## src/rtl/fc_stream_mac.sv

```systemverilog
// Fully-connected MAC stage: serial Q16.16 activations times external weight rows, N_OUT saturating accumulators.
// Optional macro RELU_OUT_EN applies ReLU to results at the output port only.
module fc_stream_mac #(
  parameter int DATA_BITS = 32,
  parameter int N_IN      = 529,
  parameter int N_OUT     = 10,
  parameter int ADDR_BITS = 16
) (
  input  logic                 clk,
  input  logic                 reset,
  input  logic [DATA_BITS-1:0] in_data,
  input  logic                 in_valid,
  output logic                 in_ready,
  output logic [ADDR_BITS-1:0] weight_addr,
  input  logic [DATA_BITS-1:0] weight_data,
  output logic [DATA_BITS-1:0] out_data,
  output logic                 out_valid,
  input  logic                 out_ready,
  output logic                 busy
);

  localparam int I_W = (N_IN  > 1) ? $clog2(N_IN)  : 1;
  localparam int J_W = (N_OUT > 1) ? $clog2(N_OUT) : 1;
  localparam logic [I_W-1:0] I_LAST = I_W'(N_IN - 1);
  localparam logic [J_W-1:0] J_LAST = J_W'(N_OUT - 1);
  localparam logic [J_W-1:0] J_PRE  = J_W'(N_OUT - 2);
  localparam logic signed [DATA_BITS-1:0] MAX_V = {1'b0, {(DATA_BITS-1){1'b1}}};
  localparam logic signed [DATA_BITS-1:0] MIN_V = {1'b1, {(DATA_BITS-1){1'b0}}};

  typedef enum logic [1:0] {IDLE, MAC, DRAIN, OUT} state_t;

  state_t                       state, state_nxt;
  logic [I_W-1:0]               i;
  logic [J_W-1:0]               j, k;
  logic [ADDR_BITS-1:0]         base;
  logic signed [DATA_BITS-1:0]  x;
  logic signed [DATA_BITS-1:0]  acc [N_OUT];

  logic signed [2*DATA_BITS-1:0] prod;
  logic [DATA_BITS-16:0]         prod_hi;
  logic signed [DATA_BITS-1:0]   scaled;
  logic signed [DATA_BITS-1:0]   acc_sel;
  logic signed [DATA_BITS:0]     sum;
  logic signed [DATA_BITS-1:0]   acc_new;

  // Scaled product fits only if every bit above the kept window matches its sign bit.
  always_comb begin
    prod    = x * $signed(weight_data);
    prod_hi = prod[2*DATA_BITS-1:DATA_BITS+15];
    if ((&prod_hi) || !(|prod_hi)) scaled = prod[DATA_BITS+15:16];
    else if (prod[2*DATA_BITS-1])  scaled = MIN_V;
    else                           scaled = MAX_V;
    acc_sel = acc[j];
    sum     = {acc_sel[DATA_BITS-1], acc_sel} + {scaled[DATA_BITS-1], scaled};
    if (sum[DATA_BITS] == sum[DATA_BITS-1]) acc_new = sum[DATA_BITS-1:0];
    else if (sum[DATA_BITS])                acc_new = MIN_V;
    else                                    acc_new = MAX_V;
  end

  always_comb begin
    state_nxt   = state;
    in_ready    = 1'b0;
    busy        = 1'b1;
    out_valid   = 1'b0;
    weight_addr = '0;
    case (state)
      IDLE: begin
        in_ready    = 1'b1;
        busy        = 1'b0;
        weight_addr = base;
        if (in_valid) state_nxt = MAC;
      end
      MAC: begin
        weight_addr = base + ADDR_BITS'(j) + ADDR_BITS'(1);
        if (j == J_PRE) state_nxt = DRAIN;
      end
      DRAIN: state_nxt = (i == I_LAST) ? OUT : IDLE;
      OUT: begin
        out_valid = 1'b1;
        if (out_ready && k == J_LAST) state_nxt = IDLE;
      end
      default: state_nxt = IDLE;
    endcase
  end

  always_comb begin
    out_data = '0;
    if (out_valid) begin
`ifdef RELU_OUT_EN
      out_data = acc[k][DATA_BITS-1] ? '0 : acc[k];
`else
      out_data = acc[k];
`endif
    end
  end

  always_ff @(posedge clk or posedge reset) begin
    if (reset) begin
      state <= IDLE;
      i     <= '0;
      j     <= '0;
      k     <= '0;
      base  <= '0;
      x     <= '0;
      for (int unsigned n = 0; n < N_OUT; n++) acc[n] <= '0;
    end else begin
      state <= state_nxt;
      case (state)
        IDLE: if (in_valid) begin
          x <= in_data;
          j <= '0;
        end
        MAC: begin
          acc[j] <= acc_new;
          j      <= j + J_W'(1);
        end
        DRAIN: begin
          acc[j] <= acc_new;
          if (i == I_LAST) begin
            i    <= '0;
            base <= '0;
          end else begin
            i    <= i + I_W'(1);
            base <= base + ADDR_BITS'(N_OUT);
          end
        end
        OUT: if (out_ready) begin
          if (k == J_LAST) begin
            k <= '0;
            for (int unsigned n = 0; n < N_OUT; n++) acc[n] <= '0;
          end else begin
            k <= k + J_W'(1);
          end
        end
        default: ;
      endcase
    end
  end

endmodule
```

## config.mk

```make
export PLATFORM = sky130hd
export DESIGN_NAME = fc_stream_mac
export DESIGN_NICKNAME = d
export VERILOG_FILES = /design/src/rtl/fc_stream_mac.sv
export SDC_FILE = /design/constraint.sdc
export NUM_CORES = 2
export LEC_CHECK = 0
export ABC_AREA = 1
export CORE_MARGIN = 2
export CORE_UTILIZATION = 40
export DETAILED_ROUTE_END_ITERATION = 8
export PLACE_DENSITY = 0.54
export SLEW_MARGIN = 30
export SYNTH_ARGS = -nofsm -noshare
export SYNTH_HDL_FRONTEND = slang
export SYNTH_SLANG_ARGS = --single-unit
```

## constraint.sdc

```tcl
create_clock -name clk -period 14.5 [get_ports clk]
set_clock_uncertainty 0.2 [all_clocks]
set_input_delay 4.35 -clock clk [delete_from_list [all_inputs] [get_ports clk]]
set_output_delay 4.35 -clock clk [all_outputs]
set_load 0.01 [all_outputs]
```

==> results_dict.tcl <==
set metrics [dict create \
    outcome "complete, no violations" \
    synth.area.top_cells "fa_1 (35%), dfrtp_1 (16%), nand2_1 (15%)" \
    cp_slowest_stage_delay_ns 0.62 \
    grt-ovfl-total 0 \
    report.final.slew_viol_count 0 \
    worstSetupEndpointType "flip-flop" \
    grt_first_pass_wirelength_um 335000 \
    synth_top_cell_by_area "fa_1" \
    root_buffer "clkbuf_16" \
    grt_max_degree 134 \
    ys_seq_elements 387 \
    antenna_found_initial 2 \
    cp_slowest_cell "fa_2" \
    required_ns 14.91 \
    synth_ff_type "dfrtp_1" \
    drive_gt1_frac 0.120 \
    row_count 144 \
    diodes 0 \
    portBuffers 118 \
    timing.final.ws_setup_ns 0.242 \
    die_h_um 397 \
    wl_per_cell_um 20.3 \
    dieWidth_um 397 \
    max_slew_margin 0.331 \
    timing.critical_path.mode_cell "nand2_1" \
    synth_nets 9583 \
    place_ws_ns -1.01 \
    drv_cap 0 \
    seq_area_frac_synth 0.157 \
    worst_pin_slew_ns 1.00 \
    clockBufferDepth 3 \
    pin_count 119 \
    startpoint_type "input port" \
    drtIter0Drc 4356 \
    routed_wirelength_um 216000 \
    synth_top_cell_area_share 0.351 \
    final_cells 10700 \
    synth.most_common_cell "nand2_1" \
    clk_pin_slew_ns 0.06 \
    syn_area_mm2 0.0618 \
    finalSetupViolCount 0 \
    gp_congestion 0.978 \
    cts_buffers 49 \
    core_mm2 0.154 \
    path_buf_inv 15 \
    synth_commonest_cells "nand2_1 (2471), inv_1 (1805), fa_1 (1083)" \
    post-route-period-util 0.983 \
    yosysUniqueCellTypes 54 \
    nets 9943 \
    vias_per_cell 5.16 \
    synth-edff-count 0 \
    setup-tns-final_ns 0 \
    clock_latency_ns 0.68 \
    cp_max_fo 8 \
    cts_tree "done" \
    hpwl_um 160000 \
    hold_class "flip-flop to flip-flop" \
    synthCells 8210 \
    max_freq_mhz 70.1 \
    n_fill_cell 15400 \
    dr.pass1.iters 6 \
    rsz0062_at_grt "true" \
    cp.arrival_ns 14.67 \
    cts_max_level 2 \
    synth_warnings 0 \
    critPathTopFamily "adder cells" \
    grt_usage 0.274 \
    initial_core_util 0.402 \
    die-area_mm2 0.158 \
    fin_util 0.473 \
    period_needed_ns 14.26 \
    vias 55000 \
    placed_cells 10500 \
    cts.sinks 387 \
    async_reset_ff_frac 1.00 \
    grt_pass1_vias 56500 \
    hold_violations 0 \
    area_growth_pct 17.7 \
    path_class "input port to flip-flop" \
    drc 0 \
    avgSynthCellArea_um2 7.53 \
    ant_nets 0 \
]
-- cell type report --
cell class / count / area (µm²) / share of cell area
Clock inverter: 18 / 248 / 0.00341
Inverter: 1812 / 6820 / 0.0937
Timing Repair Buffer: 756 / 6950 / 0.0955
Multi-Input combinational cell: 5564 / 45100 / 0.620
Clock buffer: 70 / 1400 / 0.0192
Sequential cell: 387 / 9700 / 0.133
Tap cell: 2044 / 2560 / 0.0352
-- repair_timing --
action,in CTS,in global routing
cloned,1,17
pin swaps,5,86
hold buffers,0,0
buffers inserted,2,29
endpoints found under the setup margin,310,320
gates resized for setup,26,300
-- layer usage --
metal  GRT usage  vias up  routed length [µm]
li1            -    25100                   -
met1       0.381    27500               92000
met2       0.441     1957              101000
met3      0.0345      398               14600
met4      0.0981        0                8700
met5           0        -                   0
-- metrics by stage --
| stage | hold slack [ns] | cell area (µm²) |
|---|---|---|
| after global routing | 0.292 | 72800 |
| after CTS | 0.281 | 70800 |
| after floorplan | 0.246 | 61800 |
| final | 0.279 | 72800 |
| after detailed placement | 0.266 | 69000 |
| after global placement | 0.262 | 68900 |
-- layout by cell type, fill, tap and decap left out, types with 22 or more instances in the layout --
| cell | n |
|---|---|
| nand2_1 | 2436 |
| inv_1 | 1790 |
| fa_1 | 1070 |
| buf_4 | 553 |
| nand3_1 | 413 |
| dfrtp_1 | 377 |
| a21oi_1 | 301 |
| o21ai_0 | 278 |
| nor2_1 | 251 |
| ha_1 | 187 |
| clkdlybuf4s50_1 | 110 |
| a221oi_1 | 60 |
| clkbuf_16 | 57 |
| buf_12 | 50 |
| xor2_1 | 45 |
| a21oi_2 | 40 |
| xnor2_1 | 40 |
| nand2_2 | 39 |
| o211ai_1 | 30 |
| a22oi_1 | 29 |
| nor3_1 | 28 |
| ha_4 | 27 |
| nand2_8 | 26 |
| nor2_4 | 26 |
| nor2_2 | 24 |
| nand4_1 | 22 |
-- flip-flops by register name (all words and copies together), names as in the netlist --
signal  flops
x          32
j           4
k           4
state       2
acc       320
base       15
i          10
-- cell families (layout without fill, tap and decap cells) --
group,Yosys count,after routing,synth area share
and+or+nand+nor,3330,3339,0.219
AOI/OAI and AO/OA,830,830,0.0769
DFF,387,387,0.157
xor gates and xnor gates,90,90,0.0127
adders and majority gates,1305,1305,0.396
buffers and inverters,2268,2656,0.140
-- final timing paths --
check	startpoint	end	slack, ns	cells past startpoint
min in group asynchronous	reset	i[6]	4.02	3
setup / recovery	weight_data[4]	acc[147]	0.24	51
hold / removal	acc[284]	acc[284]	0.28	2
hold reg to reg	acc[284]	acc[284]	0.28	2
max in group asynchronous	reset	acc[126]	8.18	5
setup reg to reg	x[31]	acc[147]	3.60	50
-- worst register-to-register path, delay by kind of cell (launching register included) --
kind / cells / cell delay [ns]
AOI/OAI and AO/OA: 6 / 0.94
xor gates and xnor gates: 1 / 0.26
adders and majority gates: 10 / 4.81
buffers and inverters: 14 / 2.07
DFF: 1 / 0.33
and+or+nand+nor: 19 / 2.22
Power is left out: the tool's default activity adds up to more than one toggle a clock period on the data nets, which glitch-free logic cannot reach.
